==> config.mk <==
export PLATFORM = sky130hd
export DESIGN_NAME = mem_arbiter
export DESIGN_NICKNAME = d
export VERILOG_FILES = /design/src/rtl/mem_arbiter.sv
export SDC_FILE = /design/constraint.sdc
export NUM_CORES = 1
export LEC_CHECK = 0
export ABC_AREA = 1
export CORE_MARGIN = 2
export CORE_UTILIZATION = 43
export DETAILED_ROUTE_END_ITERATION = 8
export GPL_TIMING_DRIVEN = 1
export PLACE_DENSITY_LB_ADDON = 0.3
export SLEW_MARGIN = 10
export SYNTH_ARGS = -nofsm -noshare
export SYNTH_HDL_FRONTEND = slang
export SYNTH_SLANG_ARGS = --single-unit
==> constraint.sdc <==
create_clock -name clk -period 1.63 [get_ports clk]
set_input_delay 0.326 -clock clk [delete_from_list [all_inputs] [get_ports clk]]
set_output_delay 0.326 -clock clk [all_outputs]
set_load 0.005 [all_outputs]
==> src/rtl/mem_arbiter.sv <==
// mem_arbiter: shares the single main-memory port between the I-cache fill
// handler and the D-cache miss handler (optional dirty writeback, then fill).
// Simultaneous requests alternate between the two requesters. Every output
// comes straight from a register.
module mem_arbiter #(
  parameter int ADDR_W = 14,
  parameter int LINE_W = 64
) (
  input  logic              clk,
  input  logic              rst_n,
  input  logic              i_req,
  input  logic [ADDR_W-1:0] i_addr,
  output logic              i_rdy,
  output logic [LINE_W-1:0] i_rd_data,
  input  logic              d_req,
  input  logic              d_dirty,
  input  logic [ADDR_W-1:0] d_addr,
  input  logic [ADDR_W-1:0] d_wb_addr,
  input  logic [LINE_W-1:0] d_wb_data,
  output logic              d_rdy,
  output logic [LINE_W-1:0] d_rd_data,
  output logic              mem_re,
  output logic              mem_we,
  output logic [ADDR_W-1:0] mem_addr,
  output logic [LINE_W-1:0] mem_wr_data,
  input  logic [LINE_W-1:0] mem_rd_data,
  input  logic              mem_rdy
);

  typedef enum logic [1:0] {IDLE, IRD, DWR, DRD} state_e;

  state_e              state_q, state_d;
  logic                lastGntIsD_q, lastGntIsD_d;
  logic                memRe_q, memRe_d;
  logic                memWe_q, memWe_d;
  logic [ADDR_W-1:0]   memAddr_q, memAddr_d;
  logic [LINE_W-1:0]   memWrData_q, memWrData_d;
  logic [ADDR_W-1:0]   fillAddr_q, fillAddr_d;
  logic                iRdy_q, iRdy_d;
  logic                dRdy_q, dRdy_d;
  logic [LINE_W-1:0]   iRdData_q, iRdData_d;
  logic [LINE_W-1:0]   dRdData_q, dRdData_d;
  logic                iElig, dElig, grantI, grantD;

  // A requester whose rdy is pulsing is still holding req this cycle, so it is
  // not eligible; on a tie, whoever did not win last time gets the port.
  always_comb begin
    iElig  = i_req & ~iRdy_q;
    dElig  = d_req & ~dRdy_q;
    grantI = iElig & (~dElig | lastGntIsD_q);
    grantD = dElig & (~iElig | ~lastGntIsD_q);
  end

  // Next-state and next-output logic; strobes, address and write data follow
  // the state and are updated on the same edge as it.
  always_comb begin
    state_d      = state_q;
    lastGntIsD_d = lastGntIsD_q;
    memRe_d      = memRe_q;
    memWe_d      = memWe_q;
    memAddr_d    = memAddr_q;
    memWrData_d  = memWrData_q;
    fillAddr_d   = fillAddr_q;
    iRdData_d    = iRdData_q;
    dRdData_d    = dRdData_q;
    iRdy_d       = 1'b0;
    dRdy_d       = 1'b0;
    case (state_q)
      IDLE: begin
        if (grantI) begin
          state_d      = IRD;
          lastGntIsD_d = 1'b0;
          memRe_d      = 1'b1;
          memAddr_d    = i_addr;
        end else if (grantD) begin
          lastGntIsD_d = 1'b1;
          fillAddr_d   = d_addr;
          if (d_dirty) begin
            state_d     = DWR;
            memWe_d     = 1'b1;
            memAddr_d   = d_wb_addr;
            memWrData_d = d_wb_data;
          end else begin
            state_d   = DRD;
            memRe_d   = 1'b1;
            memAddr_d = d_addr;
          end
        end
      end
      IRD: begin
        if (mem_rdy) begin
          state_d   = IDLE;
          memRe_d   = 1'b0;
          memAddr_d = '0;
          iRdData_d = mem_rd_data;
          iRdy_d    = 1'b1;
        end
      end
      DWR: begin
        if (mem_rdy) begin
          state_d     = DRD;
          memWe_d     = 1'b0;
          memWrData_d = '0;
          memRe_d     = 1'b1;
          memAddr_d   = fillAddr_q;
        end
      end
      DRD: begin
        if (mem_rdy) begin
          state_d   = IDLE;
          memRe_d   = 1'b0;
          memAddr_d = '0;
          dRdData_d = mem_rd_data;
          dRdy_d    = 1'b1;
        end
      end
      default: begin
        state_d   = IDLE;
        memRe_d   = 1'b0;
        memWe_d   = 1'b0;
        memAddr_d = '0;
      end
    endcase
  end

  // State and registered outputs; reset abandons any transaction in flight.
  always_ff @(posedge clk) begin
    if (!rst_n) begin
      state_q      <= IDLE;
      lastGntIsD_q <= 1'b1;
      memRe_q      <= 1'b0;
      memWe_q      <= 1'b0;
      memAddr_q    <= '0;
      memWrData_q  <= '0;
      fillAddr_q   <= '0;
      iRdy_q       <= 1'b0;
      dRdy_q       <= 1'b0;
      iRdData_q    <= '0;
      dRdData_q    <= '0;
    end else begin
      state_q      <= state_d;
      lastGntIsD_q <= lastGntIsD_d;
      memRe_q      <= memRe_d;
      memWe_q      <= memWe_d;
      memAddr_q    <= memAddr_d;
      memWrData_q  <= memWrData_d;
      fillAddr_q   <= fillAddr_d;
      iRdy_q       <= iRdy_d;
      dRdy_q       <= dRdy_d;
      iRdData_q    <= iRdData_d;
      dRdData_q    <= dRdData_d;
    end
  end

  assign i_rdy       = iRdy_q;
  assign i_rd_data   = iRdData_q;
  assign d_rdy       = dRdy_q;
  assign d_rd_data   = dRdData_q;
  assign mem_re      = memRe_q;
  assign mem_we      = memWe_q;
  assign mem_addr    = memAddr_q;
  assign mem_wr_data = memWrData_q;

endmodule

After elaboration in Yosys (flattened, before gate mapping)
Index checks and enable logic that the tools add are counted.
{"block": "totals", "regBits": 227, "in_bits": 176, "out_inout_bits": 210, "wordCells": 76}
{"block": "op_classes", "n_eq_ne": 10, "mux": 30, "bitwise_logic": 12, "n_reduce_logical": 13}
{"operator": "two-way mux 64 bit", "count": 4}
{"operator": "case mux 64 bit (2 select lines)", "count": 1}
{"operator": "two-way mux 14 bit", "count": 5}
{"operator": "case mux 14 bit (3 select lines)", "count": 1}
{"operator": "two-way mux 1 bit", "count": 12}
{"operator": "AND reduction 2 bit", "count": 5}
{"operator": "two-way mux 2 bit", "count": 4}
{"operator": "inequality test 2 bit, second input constant", "count": 4}
{"operator": "inequality test 3 bit, second input constant", "count": 2}
{"operator": "inverter 1 bit", "count": 6}
{"operator": "case mux 2 bit (3 select lines)", "count": 1}
{"operator": "AND reduction 3 bit", "count": 2}
{"operator": "AND reduction 5 bit", "count": 1}
{"operator": "bitwise AND 1 bit", "count": 4}
{"operator": "== test 2 bit, second input constant", "count": 2}
{"operator": "AND reduction 4 bit", "count": 1}
{"operator": "nonzero test 2 bit", "count": 2}
{"operator": "case mux 1 bit (3 select lines)", "count": 1}
{"operator": "== test 2 x 1 -> 1 bit, second input constant", "count": 1}
{"operator": "zero test 2 bit", "count": 1}
{"operator": "inequality test 2 x 1 -> 1 bit, second input constant", "count": 1}
{"operator": "bitwise OR 1 bit", "count": 2}
{"operator": "case mux 1 bit (2 select lines)", "count": 1}
{"operator": "OR reduction 2 bit", "count": 1}

Longest topological paths before layout
Gate-level depths: netlist of the first run.
{"block": "logic_depth", "ltp_word": 8, "ltp_mapped": 10, "ltp_nobuf": 8}

Worst setup path after synthesis of the first run
No wires, ideal clock.
{"block": "synth_path", "path_type": "reg-to-reg", "startpoint": "register state_q[1]", "endpoint": "register memWrData_q[40], in the netlist mem_wr_data[40]", "setup_ps": 132, "arrival_time_ps": 1212, "path_slack_ps": 286, "stages_incl_launch_ff": 10, "path_buffers": 2, "path_cell_list": "dfxtp_1 -> inv_2 -> nor2_2 -> nand2_1 -> nand2_2 -> nand2_1 -> buf_4 -> buf_4 -> nand2_1 -> a21oi_1"}
{"block": "synth_between", "elab_chain_len": 3}
{"item": "start: declaration", "line_no": "32", "source": "state_e state_q, state_d;"}
{"item": "start signal: assignment", "line_no": "141", "source": "state_q <= state_d;"}
{"item": "== test 2 bit or zero test 2 bit (tied branches)", "line_no": "68", "source": "case (state_q)"}
{"item": "inequality test 2 bit (no source line) or nonzero test 2 bit (tied branches)"}
{"item": "AND reduction 5 bit (no source line)"}
{"item": "end signal: assignment", "line_no": "146", "source": "memWrData_q <= memWrData_d;"}
{"item": "end: declaration", "line_no": "37", "source": "logic [LINE_W-1:0] memWrData_q, memWrData_d;"}
Several ways; a longest one is shown, not always the timed one.
A chain may end at the register's enable or synchronous reset.

Worst setup path in the final report of the first run
{"block": "layout_path", "startpoint": "register iRdData_q[13], in the netlist i_rd_data[13]", "endpoint": "output port i_rd_data[13]"}
{"item": "start: declaration", "line_no": "41", "source": "logic [LINE_W-1:0] iRdData_q, iRdData_d;"}
{"item": "start signal: assignment", "line_no": "150", "source": "iRdData_q <= iRdData_d;"}
{"item": "end: declaration", "line_no": "14", "source": "output logic [LINE_W-1:0] i_rd_data,"}
No word-level cell between the ends.

==> qor.yml, run 1 <==
synth:
  netlist_area_um2: 8970
  synth.avg_cell_area_um2: 7.31
  yosys-top-cells-area: "dfxtp_1, nor2_1, a21oi_1"
  synth_area_leader_cell: "dfxtp_1"
  synthXorXnorAreaFrac_pct: 0
  yosysSeqAreaShare_pct: 50.7
  yosys_register_bits: 227
  synth-simple-area-share_pct: 19.4
  synth_nets: 1403
  synth_top_area_share_pct: 50.7
  muxShareOfSynthArea_pct: 0
  syn-instance-count: 1227
  synth_cell_types: 18
  synth_top_family_by_area: "simple AND/OR/NAND/NOR gates"
  yosysWarnings: 0
  synthAdderAreaFrac_pct: 0
  synth_compound_area_share_pct: 19.0
sta:
  hold_violations: 0
  setup_viol: 0
  grt_setup_unrepaired: "no"
  clock.fmax_mhz: 664
  finalClockSkew_ns: 0.0163
  slew_viol_final: 0
  layout_setup_ws_ns: 0.123
  post-route-period-util_pct: 92.4
  fin_crit_ns: 1.51
  slew_headroom_pct: 72.2
  tightest_slew_ns: 0.416
  tns_ns: 0
cells_and_area:
  register_area_um2: 4570
  drive_above_1_share_pct: 7.80
  final_cell_area_um2: 14000
  fillers: 1708
  area_growth_pct: 56.0
  finalNetCount: 1774
  mostFrequentLayoutCell: "nor2_1"
  multi_input_area_um2: 3480
  final_cell_mix: "nor2_1, dfxtp_1, dlygate4sd2_1"
power:
  intPower_mw: 11.7
  power.switching_mw: 4.64
  seqPwrFrac_pct: 39.8
  p_leak_nw: 6.66
  switching_share_pct: 28.5
  power_frac_comb_pct: 23.5
  clock_power_share_pct: 36.8
  power.density_nw_per_um2: 1170
  ir_worst_vdd_mv: 0.988
clock_tree:
  cts_tree: "yes"
  clock-root-buffer: "clkbuf_16"
  cts_buffers: 24
  htree_levels: 1
  clock_sinks: 227
  clockBufferDepth: 3
  clk_pin_slew_ns: 0.06
  insertion_delay_ns: 0.52
drt:
  first_pass_iters: 5
  wl_um: 29700
  ant_nets: 0
  drt_iter0_drc: 455
  vias: 9439
  post_drt_wl_per_cell_um: 15.7
  drc_errors: 0
  via_per_inst: 5.00
min_path:
  holdCritPathClass: "input pin to flop"
  hp-start: "rst_n"
grt:
  grt_max_degree: 66
  grt_pass1_vias: 9189
  grt_pass1_wl_um: 46800
  grt_use_total_pct: 26.0
  grt_overflow: 0
  antenna_found_initial: 1
floorplanning:
  dieArea_um2: 22000
  ios: 386
  coreArea_um2: 20400
  die_width_um: 148
  start_util_pct: 44.0
  fp.dieH_um: 148
  fp-row-count: 52
setup_path:
  crit_required_ns: 1.30
  start_kind: "flop"
  cp.arrival_ns: 1.18
  path_delay_family: "flip-flops"
  path_class: "flop to primary output"
  cpMaxStageDelayCell: "dfxtp_1"
  critical_path.endpoint_type: "primary output"
  r2r_start: "state_q[0]$_SDFFE_PN0P_"
  worstSetupStartpoint: "i_rd_data[13]$_SDFFE_PN0P_"
  slowest_delay_ns: 0.33
  cp.buffers_inverters: 1
  worstPathCellList: "dlygate4sd2_1"
  crit_fanout: 2
placement:
  placed_area_um2: 13300
  routabilityCongestion: 0.827
  pre_cts_slack_ns: -0.251
  io_buffer_count: 385
  dp_hpwl_um: 20900
outcome:
  status: "completed"
flow_run:
  cap_violations: 0
[sequential cells by signal, summed over array words and instances (netlist names)]
name and cells:
d_rd_data 64, d_rdy 1, state_q 2, i_rd_data 64, mem_addr 14, mem_we 1
i_rdy 1, mem_wr_data 64, fillAddr_q 14, lastGntIsD_q 1, mem_re 1
[through the flow]
step	cells	utilization (%)	hold slack, ns	power [mW]
after floorplan	1227	-	0.440	8.41
after global placement	1841	65.5	0.429	10.7
after detailed placement	1841	65.5	0.433	10.8
after CTS	1886	68.7	0.150	16.4
after global routing	1887	68.7	0.173	17.1
final	1887	68.7	0.167	16.3
[area by class of cell]
type,instances,share of cell area [%]
sequential,227,32.6
inverter,148,3.97
clock buffer,29,4.72
antenna,1,0.0179
multi-input combinational,759,24.9
clock inverter,15,1.52
tap,270,2.42
timing repair buffer,438,29.8
[power groups by stage]
stage	logic, mW	clock network [mW]	registers, mW
6_report	3.83	5.99	6.48
5_1_grt	4.22	6.34	6.55
4_1_cts	3.85	6.08	6.48
3_5_place_dp	4.17	0	6.60
3_3_place_gp	4.11	0	6.58
2_1_floorplan	1.80	0	6.61
[layer usage]
metal,GRT usage [%],up-vias,routed length (um)
met5,0,-,0
met4,10.6,0,1100
met3,9.39,68,3040
met2,46.0,384,14700
met1,28.3,4322,10900
li1,-,4665,-
[worst paths after layout]
path              slack [ns]                     endpoint  cells after the start
setup / recovery        0.12                i_rd_data[13]                      1
setup reg to reg        0.19  mem_wr_data[7]$_SDFFE_PN0P_                      8
hold / removal          0.17   d_rd_data[63]$_SDFFE_PN0P_                      3
hold reg to reg         0.44   d_rd_data[55]$_SDFFE_PN0P_                      2
[cells in the mapped netlist]
cell type  count
o21ai_0      148
dfxtp_1      227
nand3b_1       7
a22oi_1       14
inv_1        145
buf_6          1
a21oi_1      153
nor2_2         1
nand2_2        3
buf_2         18
o211ai_1       7
buf_4         11
nand2_1      110
o21ai_1        8
nor2_1       232
nand3_1       76
inv_2          3
clkbuf_1      63
[cell families after synthesis]
logic type / after synthesis
and+or+nand+nor: 429
AOI/OAI and AO/OA: 330
buffers and inverters: 241
DFF: 227
[what timing repair did]
action / in CTS / in global routing
hold buffers: 0 / 0
gates resized for setup: 226 / 1
setup buffers: 1 / 0
setup endpoints to repair: 210 / 6
pin swaps: 0 / 0
No activity file was read; power rests on OpenSTA's default activity.
==> run 2: changes to the inputs <==
CELL_PAD_IN_SITES_DETAIL_PLACEMENT = 1   (was unset)
CELL_PAD_IN_SITES_GLOBAL_PLACEMENT = 1   (was unset)
CORE_ASPECT_RATIO = 1.25   (was unset)
CORE_UTILIZATION = 29   (was 43)
==> run 2 against run 1 <==
Worst hold slack worse by 0.034 ns. Highest routed layer unchanged. Non-clock buffer count stayed put. Cell area is 1.2% higher. Critical path type unchanged. Setup slack worse by 0.033 ns. Largest power group unchanged.
==> qor.yml, run 2 (synthesis results as in run 1) <==
grt:
  grt_max_degree: 80  # +21%
  antenna_found_initial: 1  # unchanged
  grt_use_total_pct: 20.0  # -6.0 points
  grt_pass1_wl_um: 53100  # +13%
  grt_pass1_vias: 9919  # +7.9%
  grt_overflow: 0  # unchanged
min_path:
  holdCritPathClass: "input pin to flop"
  whs_path_depth: 3  # unchanged
  hp-start: "rst_n"
  hold_end: "i_rd_data[15]$_SDFFE_PN0P_"
placement:
  pre_cts_slack_ns: -0.273  # -0.0226 ns
  io_buffer_count: 385  # unchanged
  routabilityCongestion: 0.826  # -0.11%
  dp_hpwl_um: 23700  # +13%
  placed_cells_incl_taps: 1979  # +7.5%
  placed_area_um2: 13600  # +1.8%
floorplanning:
  start_util_pct: 29.2  # -15 points
  die_width_um: 161  # +8.7%
  coreArea_um2: 30700  # +51%
  fp-row-count: 72  # +38%
  dieArea_um2: 32300  # +47%
  fp.dieH_um: 201  # +35%
  ios: 386  # unchanged
setup_path:
  r2r_start: "state_q[1]$_SDFFE_PN0P_"
  cpMaxStageDelayCell: "dfxtp_1"
  r2r_cells: 9  # +1
  worstPathCellList: "dlygate4sd2_1"
  cp.buffers_inverters: 1  # unchanged
  path_class: "flop to primary output"
  slowest_delay_ns: 0.37  # +0.04 ns
  critical_path.endpoint_type: "primary output"
  cp.arrival_ns: 1.21  # +0.03 ns
  crit_fanout: 2  # unchanged
  path_delay_family: "flip-flops"
  crit_required_ns: 1.30  # about the same
  start_kind: "flop"
  reg2reg_to: "mem_wr_data[26]$_SDFFE_PN0P_"
  rrSetupSlack_ns: 0.16  # -0.03 ns
clock_tree:
  htree_levels: 1  # unchanged
  insertion_delay_ns: 0.52  # about the same
  cts_tree: "yes"
  clockBufferDepth: 3  # unchanged
  hold_buffers: 0  # unchanged
  clock_sinks: 227  # unchanged
  clock-root-buffer: "clkbuf_16"
  clk_pin_slew_ns: 0.07  # about the same
  cts_buffers: 24  # unchanged
drt:
  drc_errors: 0  # unchanged
  post_drt_wl_per_cell_um: 16.6  # +5.2%
  first_pass_iters: 4  # -1
  ant_nets: 0  # unchanged
  via_per_inst: 4.67  # -6.6%
  drt_iter0_drc: 435  # -4.4%
  wl_um: 33500  # +13%
  vias: 9451  # +0.13%
sta:
  grt_setup_unrepaired: "no"
  finalClockSkew_ns: 0.0215  # +0.00525 ns
  setup_viol: 0  # unchanged
  timing.hold.ws_ns: 0.133  # -0.0339 ns
  hold_violations: 0  # unchanged
  post-route-period-util_pct: 94.4  # +2.0 points
  layout_setup_ws_ns: 0.0907  # -0.0327 ns
  tightest_slew_ns: 0.396  # -0.0198 ns
  slew_viol_final: 0  # unchanged
  fin_crit_ns: 1.54  # +0.0327 ns
  clock.fmax_mhz: 650  # -2.1%
  slew_headroom_pct: 73.6  # +1.3 points
power:
  p_leak_nw: 6.65  # -0.20%
  power.density_nw_per_um2: 1140  # -2.0%
  ir_worst_vdd_mv: 0.681  # -31%
  p_total_mw: 16.2  # -0.79%
cells_and_area:
  final_cell_area_um2: 14200  # +1.2%
  drive_above_1_share_pct: 7.49  # -0.30 points
  fin_cells: 2023  # +7.2%
  final_cell_mix: "nor2_1, dfxtp_1, dlygate4sd2_1"
  multi_input_area_um2: 3480  # unchanged
  register_area_um2: 4560  # about the same
  mostFrequentLayoutCell: "nor2_1"
  fillers: 3835  # +120%
  area_growth_pct: 57.8
  finalNetCount: 1774  # unchanged
flow_run:
  cap_violations: 0  # unchanged
outcome:
  status: "completed"
run 2: metal layers:
layer,share of wire [%],global-route usage (%),vias to the layer above
met5,0,0,-
met4,2.8,5.90,0
met3,9.2,6.96,53
met2,48,36.1,301
met1,40,22.2,4435
li1,-,-,4662
run 2: area by class of cell:
| type | count | area share, % |
|---|---|---|
| Antenna cell | 1 | 0.0177 |
| Clock buffer | 34 | 5.01 |
| Timing Repair Buffer | 438 | 29.9 |
| Multi-Input combinational cell | 759 | 24.6 |
| Tap cell | 407 | 3.60 |
| Inverter | 148 | 3.93 |
| Sequential cell | 227 | 32.2 |
| Clock inverter | 9 | 0.707 |
run 2: where the power goes:
group | switching (mW) | internal, mW
registers | 0.302 | 6.17
clock network | 2.31 | 3.34
logic | 2.15 | 1.88
run 2: repair_timing:
action	in CTS	in global routing
setup endpoints to repair	210	0
gates resized for setup	225	0
setup buffers	0	0
run 2: worst max path at each step:
stage,cells after the start,startpoint,to,slack (ns)
floorplan,9,state_q[1]$_SDFFE_PN0P_,mem_wr_data[40]$_SDFFE_PN0P_,0.29
global placement,10,i_req,mem_wr_data[38]$_SDFFE_PN0P_,-0.20
detailed placement,10,i_req,mem_wr_data[46]$_SDFFE_PN0P_,-0.27
CTS,1,i_rd_data[38]$_SDFFE_PN0P_,i_rd_data[38],0.05
global route,9,state_q[1]$_SDFFE_PN0P_,mem_wr_data[21]$_SDFFE_PN0P_,0.02
finish,1,i_rd_data[38]$_SDFFE_PN0P_,i_rd_data[38],0.09
run 2: per-stage QoR:
stage	setup TNS, ns	util (%)
CTS	0	46.1
global placement	-23.42	44.2
global route	0	46.1
floorplan	0	-
detailed placement	-32.23	44.2
finish	0	46.1
==> run 3: changes to the inputs <==
CORE_ASPECT_RATIO = 1.75   (was 1.25)
==> run 3 against run 2 <==
Sequential cell count is the same. Wire length grew 5.0%. Sequential share of layout area grew 0.32 points. Fmax shrank 2.0%. Non-clock buffer count grew 1. Worst hold slack gained 0.059 ns. Cell area shrank 0.71%. Global-route usage grew 1.2 points. Highest routed layer is now met5.
==> qor.yml, run 3 (synthesis results as in run 1) <==
clock_tree:
  clockBufferDepth: 3  # unchanged
  cts_tree: "yes"
  hold_buffers: 0  # unchanged
  clk_pin_slew_ns: 0.06  # about the same
  clock-root-buffer: "clkbuf_16"
  clock_sinks: 227  # unchanged
  cts_buffers: 23  # -4.2%
  postCtsSetupBuffers: 0  # unchanged
  htree_levels: 1  # unchanged
  insertion_delay_ns: 0.53  # about the same
floorplanning:
  dieArea_um2: 32400  # +0.14%
  fp.dieH_um: 237  # +18%
  coreArea_um2: 30600  # -0.29%
  ios: 386  # unchanged
  fp-row-count: 85  # +18%
  start_util_pct: 29.3  # +0.086 points
  die_width_um: 137  # -15%
sta:
  tns_ns: 0  # unchanged
  grt_setup_unrepaired: "no"
  slew_headroom_pct: 76.8  # +3.3 points
  setup_viol: 0  # unchanged
  slew_viol_final: 0  # unchanged
  clock.fmax_mhz: 637  # -2.0%
  post-route-period-util_pct: 96.3  # +1.9 points
  hold_violations: 0  # unchanged
  finalClockSkew_ns: 0.0147  # -0.00683 ns
  tightest_slew_ns: 0.347  # -0.0488 ns
  fin_crit_ns: 1.57  # +0.0307 ns
drt:
  ant_nets: 0  # unchanged
  wl_um: 35200  # +5.0%
  drt_iter0_drc: 259  # -40%
  post_drt_wl_per_cell_um: 17.6  # +6.1%
  via_per_inst: 4.69  # +0.40%
  drc_errors: 0  # unchanged
  vias: 9390  # -0.65%
  first_pass_iters: 4  # unchanged
grt:
  grt_use_total_pct: 21.2  # +1.2 points
  grt_max_degree: 50  # -38%
  grt_pass1_wl_um: 53800  # +1.3%
  grt_pass1_vias: 9840  # -0.80%
  antenna_found_initial: 3  # +2
  grt_overflow: 0  # unchanged
cells_and_area:
  area_growth_pct: 56.7
  final_core_utilization_pct: 45.9  # -0.19 points
  drive_above_1_share_pct: 7.77  # +0.28 points
  finalNetCount: 1774  # unchanged
  final_cell_mix: "nor2_1, dlygate4sd2_1, dfxtp_1"
  fin_cells: 2002  # -1.0%
  final_cell_area_um2: 14100  # -0.71%
  mostFrequentLayoutCell: "nor2_1"
setup_path:
  crit_required_ns: 1.30  # about the same
  start_kind: "flop"
  path_class: "flop to primary output"
  worstPathCellList: "buf_4 -> dlygate4sd2_1"
  cp.arrival_ns: 1.24  # +0.03 ns
  path_delay_family: "buffers and inverters"
  slowest_delay_ns: 0.31  # -0.06 ns
  cp.buffers_inverters: 2  # +1
  cpMaxStageDelayCell: "dfxtp_1"
  critical_path.endpoint_type: "primary output"
  crit_fanout: 2  # unchanged
outcome:
  status: "completed"
placement:
  routabilityCongestion: 0.788  # -4.7%
  io_buffer_count: 385  # unchanged
  placed_area_um2: 13600  # -0.18%
  dp_hpwl_um: 25900  # +9.1%
  placed_cells_incl_taps: 1964  # -0.76%
power:
  power.density_nw_per_um2: 1120  # -1.8%
  p_leak_nw: 6.61  # -0.61%
  ir_worst_vdd_mv: 0.883  # +30%
min_path:
  holdCritPathClass: "input pin to flop"
flow_run:
  cap_violations: 0  # unchanged
## run 3: cell count changes in the layout (fill, tap and decap cells not counted), sizes merged
cell,before,now
buf,54,55
clkbuf,34,30
clkinv,5,4
clkinvlp,2,0
diode,1,2
## run 3: metrics by stage
stage / hold slack [ns] / power (mW) / setup WS [ns]
after floorplan: 0.440 / 8.41 / 0.286
after global placement: 0.430 / 11.0 / -0.317
after detailed placement: 0.438 / 11.1 / -0.407
after CTS: 0.163 / 16.0 / 0.0106
after global routing: 0.191 / 16.6 / 0.00641
final: 0.192 / 15.8 / 0.0600
## run 3: cell type report
cell class              instances  area [um^2]
multi-input cells             759         3480
clock buffers                  30          632
inverters                     148          556
fillers                      3843        16600
repair buffers                439         4240
flip-flops and latches        227         4580
well taps                     391          489
clock inverters                 6         83.8
diodes                          2         5.00
## run 3: timing repair
| action | in CTS | in global routing |
|---|---|---|
| gates resized for setup | 235 | 1 |
| setup endpoints to repair | 210 | 10 |
| cloned | 0 | 0 |
## run 3: power breakdown
group / switching, mW / leakage, nW / internal [mW] / total (mW)
registers: 0.311 / 1.86 / 6.18 / 6.49
clock network: 2.24 / 0.354 / 3.02 / 5.26
logic: 2.15 / 4.39 / 1.87 / 4.02
total: 4.70 / 6.61 / 11.1 / 15.8
## run 3: path summary, 6_finish.rpt
| kind | to | from | cells past startpoint | slack, ns |
|---|---|---|---|---|
| worst max register to register | i_rd_data[45]$_SDFFE_PN0P_ | state_q[0]$_SDFFE_PN0P_ | 7 | 0.12 |
| worst max-delay path | d_rdy | d_rdy$_SDFF_PN0_ | 2 | 0.06 |
| worst min-delay path | lastGntIsD_q$_SDFFE_PN1P_ | rst_n | 2 | 0.19 |
| worst min register to register | d_rd_data[14]$_SDFFE_PN0P_ | d_rd_data[14]$_SDFFE_PN0P_ | 2 | 0.44 |
## run 3: worst reg2reg max path, stage by stage (launching register included)
cell     delay [ns]
dfxtp_1        0.35
buf_4          0.15
nand2_1        0.10
nor2_4         0.21
inv_2          0.14
buf_4          0.24
nor2_1         0.14
nor2_1         0.06
## run 3: layer usage
| layer | vias up | GRT usage [%] | wire [um] |
|---|---|---|---|
| li1 | 4651 | - | - |
| met5 | - | 0 | 10 |
| met3 | 43 | 8.56 | 3620 |
| met2 | 301 | 39.6 | 18300 |
| met1 | 4393 | 21.1 | 12500 |
| met4 | 2 | 6.25 | 788 |
